<file path="src/rtl/axi_err_tracker.sv">
// axi_err_tracker
// Passive AXI4(+ATOP) error tracker. Watches handshakes on one AXI port, keeps
// a FIFO of request addresses per (direction, ID), pairs every B / R-last with
// its request, and logs error responses and per-transaction timeouts into a
// shared error queue that is drained through a valid/ready pop interface.
//
// Ports:
//   clk_i, rst_i                    clock, synchronous active-high reset
//   aw_* / ar_* / b_* / r_*         observed channel handshakes and fields
//   err_valid_o / err_ready_i       error record available / pop
//   err_kind_o                      0 B err, 1 R err, 2 write timeout, 3 read timeout
//   err_id_o, err_addr_o, err_resp_o  record contents (zero when queue empty)
//   drop_cnt_o                      saturating count of lost records
//   track_ovf_o, unexp_rsp_o        sticky status flags
//   irq_o                           mirrors err_valid_o
module axi_err_tracker #(
    parameter int unsigned AddrWidth       = 32,
    parameter int unsigned IdWidth         = 2,
    parameter int unsigned NumOutstanding  = 4,
    parameter int unsigned NumStoredErrors = 4,
    parameter int unsigned TimeoutCycles   = 0,
    parameter bit          DropOldest      = 1'b0
) (
    input  logic                 clk_i,
    input  logic                 rst_i,
    input  logic                 aw_hs_i,
    input  logic [IdWidth-1:0]   aw_id_i,
    input  logic [AddrWidth-1:0] aw_addr_i,
    input  logic [5:0]           aw_atop_i,
    input  logic                 ar_hs_i,
    input  logic [IdWidth-1:0]   ar_id_i,
    input  logic [AddrWidth-1:0] ar_addr_i,
    input  logic                 b_hs_i,
    input  logic [IdWidth-1:0]   b_id_i,
    input  logic [1:0]           b_resp_i,
    input  logic                 r_hs_i,
    input  logic [IdWidth-1:0]   r_id_i,
    input  logic [1:0]           r_resp_i,
    input  logic                 r_last_i,
    output logic                 err_valid_o,
    input  logic                 err_ready_i,
    output logic [1:0]           err_kind_o,
    output logic [IdWidth-1:0]   err_id_o,
    output logic [AddrWidth-1:0] err_addr_o,
    output logic [1:0]           err_resp_o,
    output logic [7:0]           drop_cnt_o,
    output logic                 track_ovf_o,
    output logic                 unexp_rsp_o,
    output logic                 irq_o
);
    localparam int unsigned NumIds = 2 ** IdWidth;
    // Queue index = {direction, id}: write queues first, then read queues.
    localparam int unsigned NumQ   = 2 * NumIds;
    localparam int unsigned PtrW   = $clog2(NumOutstanding);
    localparam int unsigned CntW   = PtrW + 1;
    localparam int unsigned TmrW   = (TimeoutCycles > 0) ? $clog2(TimeoutCycles + 1) : 1;
    localparam int unsigned EqPtrW = (NumStoredErrors > 1) ? $clog2(NumStoredErrors) : 1;
    localparam int unsigned EqCntW = $clog2(NumStoredErrors + 1);
    localparam logic [TmrW-1:0] TmrLoad = TmrW'(TimeoutCycles);

    // Tracking state. The head-age timer counts down from TimeoutCycles; zero
    // means the head has been outstanding for at least TimeoutCycles.
    logic [AddrWidth-1:0] q_mem [NumQ][NumOutstanding];
    logic [PtrW-1:0]      q_rd  [NumQ];
    logic [PtrW-1:0]      q_wr  [NumQ];
    logic [CntW-1:0]      q_cnt [NumQ];
    logic [TmrW-1:0]      q_tmr [NumQ];
    logic [NumQ-1:0]      q_rep;
    logic [NumIds-1:0]    rl_vld;
    logic [1:0]           rl_resp [NumIds];
    logic                 track_ovf_q, unexp_q;

    logic [1:0]           q_npush [NumQ];
    logic [1:0]           q_nacc  [NumQ];
    logic [AddrWidth-1:0] q_a0    [NumQ];
    logic [AddrWidth-1:0] q_a1    [NumQ];
    logic [AddrWidth-1:0] q_head  [NumQ];
    logic [NumQ-1:0]      q_pop, q_nonempty, q_to_req, q_grant;
    logic [IdWidth:0]     wq_b, rq_r;
    logic                 b_ok, r_ok, b_req, r_req, r_err, ovf_set, unexp_set, lost;
    logic [1:0]           r_rsp;
    logic                 rec_vld;
    logic [1:0]           rec_kind, rec_resp;
    logic [IdWidth-1:0]   rec_id;
    logic [AddrWidth-1:0] rec_addr;
    int                   cap;

    // Error queue.
    logic [1:0]           eq_kind [NumStoredErrors];
    logic [IdWidth-1:0]   eq_id   [NumStoredErrors];
    logic [AddrWidth-1:0] eq_addr [NumStoredErrors];
    logic [1:0]           eq_resp [NumStoredErrors];
    logic [EqPtrW-1:0]    eq_rd, eq_wr;
    logic [EqCntW-1:0]    eq_cnt;
    logic [7:0]           drop_cnt_q;
    logic                 eq_pop, eq_full, eq_drop, eq_wen;
    logic [8:0]           drop_sum;

    logic unused_atop;
    assign unused_atop = ^aw_atop_i[4:0];

    function automatic logic [EqPtrW-1:0] eq_inc(input logic [EqPtrW-1:0] p);
        return (p == EqPtrW'(NumStoredErrors - 1)) ? '0 : p + EqPtrW'(1);
    endfunction

    always_comb begin
        q_pop    = '0;
        q_grant  = '0;
        for (int q = 0; q < NumQ; q++) begin
            q_npush[q]    = 2'd0;
            q_a0[q]       = aw_addr_i;
            q_a1[q]       = aw_addr_i;
            q_nonempty[q] = (q_cnt[q] != '0);
            q_head[q]     = q_mem[q][q_rd[q]];
            q_to_req[q]   = (TimeoutCycles > 0) && q_nonempty[q] && (q_tmr[q] == '0) && !q_rep[q];
        end
        for (int i = 0; i < NumIds; i++) begin
            if (aw_hs_i && aw_id_i == IdWidth'(i)) q_npush[i] = 2'd1;
            q_pop[i]          = b_hs_i && (b_id_i == IdWidth'(i)) && q_nonempty[i];
            q_pop[NumIds + i] = r_hs_i && r_last_i && (r_id_i == IdWidth'(i)) && q_nonempty[NumIds + i];
            // An AR and an atomic AW on the same read ID in one cycle: AR is queued first.
            if (ar_hs_i && ar_id_i == IdWidth'(i)) begin
                q_npush[NumIds + i] = 2'd1;
                q_a0[NumIds + i]    = ar_addr_i;
            end
            if (aw_hs_i && aw_atop_i[5] && aw_id_i == IdWidth'(i)) begin
                if (q_npush[NumIds + i] == 2'd1) begin
                    q_npush[NumIds + i] = 2'd2;
                    q_a1[NumIds + i]    = aw_addr_i;
                end else begin
                    q_npush[NumIds + i] = 2'd1;
                end
            end
        end
        // A same-cycle pop frees a slot for the incoming push.
        ovf_set = 1'b0;
        cap     = 0;
        for (int q = 0; q < NumQ; q++) begin
            cap = int'(NumOutstanding) - int'(q_cnt[q]) + (q_pop[q] ? 1 : 0);
            if (int'(q_npush[q]) <= cap) q_nacc[q] = q_npush[q];
            else                         q_nacc[q] = 2'(cap);
            if (q_nacc[q] != q_npush[q]) ovf_set = 1'b1;
        end

        wq_b      = {1'b0, b_id_i};
        rq_r      = {1'b1, r_id_i};
        b_ok      = b_hs_i && q_nonempty[wq_b];
        r_ok      = r_hs_i && q_nonempty[rq_r];
        unexp_set = (b_hs_i && !b_ok) || (r_hs_i && !r_ok);
        b_req     = b_ok && b_resp_i[1];
        r_err     = rl_vld[r_id_i] || r_resp_i[1];
        r_rsp     = rl_vld[r_id_i] ? rl_resp[r_id_i] : r_resp_i;
        r_req     = r_ok && r_last_i && r_err;

        rec_vld  = 1'b0;
        rec_kind = 2'd0;
        rec_id   = '0;
        rec_addr = '0;
        rec_resp = 2'd0;
        lost     = 1'b0;
        if (b_req) begin
            rec_vld  = 1'b1;
            rec_id   = b_id_i;
            rec_addr = q_head[wq_b];
            rec_resp = b_resp_i;
            lost     = r_req;
        end else if (r_req) begin
            rec_vld  = 1'b1;
            rec_kind = 2'd1;
            rec_id   = r_id_i;
            rec_addr = q_head[rq_r];
            rec_resp = r_rsp;
        end else begin
            // Fixed priority: write queues before read queues, lowest ID first.
            for (int q = 0; q < NumQ; q++) begin
                if (q_to_req[q] && !rec_vld) begin
                    rec_vld    = 1'b1;
                    rec_kind   = (q < NumIds) ? 2'd2 : 2'd3;
                    rec_id     = IdWidth'(q % NumIds);
                    rec_addr   = q_head[q];
                    q_grant[q] = 1'b1;
                end
            end
        end

        eq_pop   = (eq_cnt != '0) && err_ready_i;
        eq_full  = (eq_cnt == EqCntW'(NumStoredErrors));
        eq_drop  = rec_vld && eq_full && !eq_pop;
        eq_wen   = rec_vld && (!eq_full || eq_pop || DropOldest);
        drop_sum = {1'b0, drop_cnt_q} + {8'd0, lost} + {8'd0, eq_drop};
    end

    always_ff @(posedge clk_i) begin
        if (rst_i) begin
            for (int q = 0; q < NumQ; q++) begin
                q_rd[q]  <= '0;
                q_wr[q]  <= '0;
                q_cnt[q] <= '0;
                q_tmr[q] <= TmrLoad;
            end
            for (int i = 0; i < NumIds; i++) rl_resp[i] <= 2'd0;
            q_rep       <= '0;
            rl_vld      <= '0;
            track_ovf_q <= 1'b0;
            unexp_q     <= 1'b0;
            eq_rd       <= '0;
            eq_wr       <= '0;
            eq_cnt      <= '0;
            drop_cnt_q  <= 8'd0;
        end else begin
            for (int q = 0; q < NumQ; q++) begin
                q_wr[q]  <= q_wr[q] + PtrW'(q_nacc[q]);
                q_rd[q]  <= q_rd[q] + PtrW'(q_pop[q]);
                q_cnt[q] <= q_cnt[q] + CntW'(q_nacc[q]) - CntW'(q_pop[q]);
                if (q_pop[q] || (!q_nonempty[q] && q_nacc[q] != 2'd0)) q_tmr[q] <= TmrLoad;
                else if (q_nonempty[q] && q_tmr[q] != '0)               q_tmr[q] <= q_tmr[q] - TmrW'(1);
                if (q_pop[q])        q_rep[q] <= 1'b0;
                else if (q_grant[q]) q_rep[q] <= 1'b1;
            end
            if (r_ok) begin
                if (r_last_i) begin
                    rl_vld[r_id_i] <= 1'b0;
                end else if (!rl_vld[r_id_i] && r_resp_i[1]) begin
                    rl_vld[r_id_i]  <= 1'b1;
                    rl_resp[r_id_i] <= r_resp_i;
                end
            end
            if (ovf_set)   track_ovf_q <= 1'b1;
            if (unexp_set) unexp_q     <= 1'b1;

            if (rec_vld && (!eq_full || eq_pop)) begin
                eq_wr <= eq_inc(eq_wr);
                if (eq_pop) eq_rd  <= eq_inc(eq_rd);
                else        eq_cnt <= eq_cnt + EqCntW'(1);
            end else if (rec_vld && DropOldest) begin
                // Full: write and read pointers coincide, so the oldest slot is overwritten.
                eq_wr <= eq_inc(eq_wr);
                eq_rd <= eq_inc(eq_rd);
            end else if (eq_pop) begin
                eq_rd  <= eq_inc(eq_rd);
                eq_cnt <= eq_cnt - EqCntW'(1);
            end
            drop_cnt_q <= drop_sum[8] ? 8'hFF : drop_sum[7:0];
        end
    end

    always_ff @(posedge clk_i) begin
        for (int q = 0; q < NumQ; q++) begin
            if (q_nacc[q] != 2'd0) q_mem[q][q_wr[q]] <= q_a0[q];
            if (q_nacc[q] == 2'd2) q_mem[q][q_wr[q] + PtrW'(1)] <= q_a1[q];
        end
        if (eq_wen) begin
            eq_kind[eq_wr] <= rec_kind;
            eq_id[eq_wr]   <= rec_id;
            eq_addr[eq_wr] <= rec_addr;
            eq_resp[eq_wr] <= rec_resp;
        end
    end

    assign err_valid_o = (eq_cnt != '0);
    assign err_kind_o  = err_valid_o ? eq_kind[eq_rd] : 2'd0;
    assign err_id_o    = err_valid_o ? eq_id[eq_rd]   : '0;
    assign err_addr_o  = err_valid_o ? eq_addr[eq_rd] : '0;
    assign err_resp_o  = err_valid_o ? eq_resp[eq_rd] : 2'd0;
    assign drop_cnt_o  = drop_cnt_q;
    assign track_ovf_o = track_ovf_q;
    assign unexp_rsp_o = unexp_q;
    assign irq_o       = err_valid_o;

endmodule

</file>
<file path="config.mk">
export PLATFORM = sky130hd
export DESIGN_NAME = axi_err_tracker
export DESIGN_NICKNAME = d
export VERILOG_FILES = /design/src/rtl/axi_err_tracker.sv
export SDC_FILE = /design/constraint.sdc
export NUM_CORES = 2
export LEC_CHECK = 0
export BUFFER_PORTS_ARGS = -buffer_cell sky130_fd_sc_hd__buf_2
export CAP_MARGIN = 20
export CELL_PAD_IN_SITES_DETAIL_PLACEMENT = 2
export CELL_PAD_IN_SITES_GLOBAL_PLACEMENT = 2
export CORE_MARGIN = 10
export CORE_UTILIZATION = 49
export DETAILED_ROUTE_END_ITERATION = 8
export PLACE_DENSITY = 0.79
export SYNTH_ARGS = -nofsm -noshare
export SYNTH_HDL_FRONTEND = slang
export SYNTH_SLANG_ARGS = --single-unit
export TNS_END_PERCENT = 10
</file>
<file path="constraint.sdc">
create_clock -name clk_i -period 8.2 [get_ports clk_i]
set_clock_uncertainty 0.05 [all_clocks]
set_input_delay 0.82 -clock clk_i [delete_from_list [all_inputs] [get_ports clk_i]]
set_output_delay 0.82 -clock clk_i [all_outputs]
set_load 0.01 [all_outputs]
</file>
==> summary.md <==
| Metric | Value |
|---|---|
| TritonCTS Buffers | between 100 and 150 |
| Critical Path Source Type | flip-flop |
| Clk slew on worst S/H paths | ~0.07 ns |
| Crit path from | q_cnt[1][0]$_SDFF_PP0_ |
| Number of flops mapped to enable cells by yosys | about 1200 |
| Area grow syn2layout | 12.4% |
| First-pass GRT wire length | about 280 mm |
| CP required | 8.57 ns |
| Min-Delay Path Class | in2reg |
| Final WL | 199 mm |
| Initial drt markers | 4324 |
| Vias | around 34000 |
| Placed wire-length estimate | 118 mm |
| Syn Inst Count | 3166 |
| Core box area | 116000 µm² |
| RSZ-0062 raised after global routing | no |
| RR Startpoint | q_cnt[1][0]$_SDFF_PP0_ |
| Placed insts | 4641 |
| Tmin final | approximately 6.6 ns |
| Slew Viols, Final | 0 |
| Row count | ~130 |
| IO Port Bufs | 133 |
| Post-synth top flop | edfxtp_1 |
| Post-DR vias/cell | roughly 7 |
| Fmax | 152 MHz |
| Cell taking the most area after synthesis | edfxtp_1 |
| Relative slew slack | 0.220 |
| Overflow after GRT | 0 |
| DRC | 0 |
| Syn Nets | 3360 |
| Clock sink count | 1259 |
| Initial Util | 0.492 |
| Power Internal | approximately 13 mW |
| Sequential Power Share | 0.442 |
| Global Route Usage Sum | 0.300 |
| Post-CTS Setup Bufs | 0 |
| Netlist cell types | between 60 and 70 |
| Kind of critical path | reg2reg |
| Clk pwr share | 0.350 |
| Leak | 20.8 nW |
| Initial antenna violation count | 16 |
| Max cap viols | 0 |
| Synth top area cells | edfxtp_1 62%, mux4_2 14%, o2bb2ai_1 4.0% |
| Tcrit/Tclk final | 0.804 |
| Nets | 3459 |
| Final hold vios | 0 |
| Tot Pwr | ~19 mW |
| Comb pwr share | 0.208 |
| Vias in the first global route | 36800 |
| DIE WIDTH | ~360 µm |
| Post-DRT Antenna Nets | 0 |
| Status | complete, no violations |
| Critical Path Sink Type | flip-flop |
| Drt first pass iters | 5 |
| Sequential area share after synthesis | 0.649 |
| Num ports | 140 |
| Yosys top cell area share | 0.621 |
| H-tree levels | 4 |
| Mean Syn Cell Area | 18.0 µm² |
| Worst-margin pin slew | about 1.2 ns |
| Synth warn | 0 |
| #FFs+latches synth | between 1000 and 1500 |
| Fin cells | about 5000 |
| Power per cell area | 289 nW/µm² |
| Post_cts resized | 0 |
| Count of final setup violators | 0 |
| Root buffer cell | clkbuf_16 |
| Commonest cells after routing, fill and taps aside | 1180 x edfxtp_1, 362 x mux4_2, 256 x o2bb2ai_1 |
| Commonest non-fill, non-tap cell in the layout | edfxtp_1 |
| Die Span Y | 361 µm |
| Setup total negative slack | 0 ns |
| Die ar. | 130000 µm² |
| Clock Latency Late Sink | ~0.78 ns |
| Crit path arrival time | 6.96 ns |
| Mean routed wirelength per cell | 40.5 µm |
| Hold Buf Count CTS | 0 |
| Switching power total | between 5 and 6 mW |
| Crit path max fanout | 33 |
| Max Root-Sink Buffers | 3 |
| GPL Wtd Cong | approximately 0.79 |
| CTS tree | yes |
| Synthesized area | 57000 µm² |
| Largest net degree at the start of global routing | 84 |
| Worst Hold Launch | r_hs_i |
| Post-synth ARST share | 0 |
| Peak supply drop | 0.214 mV |
| Sw Share | 0.296 |
| Layout cells sized above 1 | 0.315 |
flip-flops by register name, summed over array words and instances, names as in the netlist, 4 cells and up, named ones only:
name,cells
q_wr,16
q_rd,16
eq_kind,4
eq_id,8
q_cnt,24
q_mem,1024
rl_resp,8
eq_addr,128
drop_cnt_o,8
eq_resp,8
power by group through the flow:
stage | sequential (mW) | clock (mW) | combinational [mW]
floorplan | 8.15 | 0 | 2.30
global route | 8.24 | 6.80 | 4.08
detailed placement | 8.30 | 0 | 3.75
finish | 8.20 | 6.49 | 3.87
global placement | 8.18 | 0 | 3.42
CTS | 8.19 | 6.54 | 3.83
routing by layer:
layer | global-route usage | share of wire | up-vias
met5 | 0 | 0.00029 | -
met4 | 0.126 | 0.040 | 8
met3 | 0.0540 | 0.075 | 480
met2 | 0.526 | 0.52 | 1849
met1 | 0.365 | 0.37 | 18200
li1 | - | - | 13100
synth_stat cells, types with 4 or more instances:
library cell  number
a211oi_1           6
a21boi_0           6
a21oi_1           30
a22o_1            35
and2_1            41
and3_1             6
buf_1             44
buf_2             57
buf_4             11
buf_6             19
clkbuf_1         130
dfxtp_1           79
edfxtp_1        1180
fa_1              10
ha_1              94
inv_1             70
mux2_1            79
mux2_2           153
mux2_4            32
mux2i_1           22
mux4_2           362
nand2_1          113
nand2b_1          14
nand3_1           11
nor2_1            85
nor2b_1           38
nor3_1            16
o21ai_0           12
o21ai_1            8
o21ai_2            8
o21bai_1           5
o22ai_1            4
o2bb2ai_1        258
o31ai_4            4
or2_2              5
or3_1              5
xnor2_1           47
xor2_1            14
kinds of logic (layout without fill, tap and decap cells):
kind of cell,after synthesis,count (layout),share of synthesized area
AND/OR/NAND/NOR,358,358,0.0313
AO/OA/AOI/OAI,404,404,0.0591
buffers and inverters,331,547,0.0263
adder cells (fa/ha/maj),104,104,0.0241
flip-flops,1259,1259,0.649
multiplexers,648,648,0.201
XOR/XNOR,61,61,0.00936
other,1,12,0.0000657
metrics by stage:
step	util	setup slack, ns	hold WS, ns	area, µm²
CTS	0.552	1.66	0.250	64000
detailed placement	0.512	1.12	0.439	59400
global route	0.553	1.43	0.321	64100
finish	0.553	1.61	0.282	64100
global placement	0.512	1.49	0.410	59400
floorplan	-	1.45	0.403	57000
critical path, cell delays in order (launching register included):
cell and delay, ns:
dfxtp_1 0.33, inv_1 0.08, ha_1 0.20, ha_1 0.23, nor4_1 0.78, ha_1 0.33
ha_1 0.25, inv_1 0.09, ha_1 0.35, nor2b_1 0.15, o211ai_1 0.23, a21oi_1 0.09
o21ai_1 0.48, mux2_2 0.54, nor2_2 0.17, buf_4 0.49, a21o_1 0.91, buf_4 0.47
cell type report:
cell class | count | area [µm²]
inverters | 70 | 263
clock inverters | 84 | 896
multi-input cells | 1576 | 18900
well taps | 1524 | 1910
clock buffers | 174 | 3680
flip-flops and latches | 1259 | 37000
diodes | 11 | 27.5
fillers | 9686 | 51800
repair buffers | 219 | 1420
worst paths after layout:
kind | end | slack, ns | depth (start not counted)
worst min register to register | flip-flop | 0.45 | 2
worst min-delay path | unexp_rsp_o$_SDFFE_PP0P_ | 0.28 | 3
worst max-delay path | q_mem[1][105]$_DFFE_PP_ | 1.61 | 17
worst max register to register | q_mem[1][105]$_DFFE_PP_ | 1.61 | 17
Note: power is estimated with default switching activity, not from simulation.
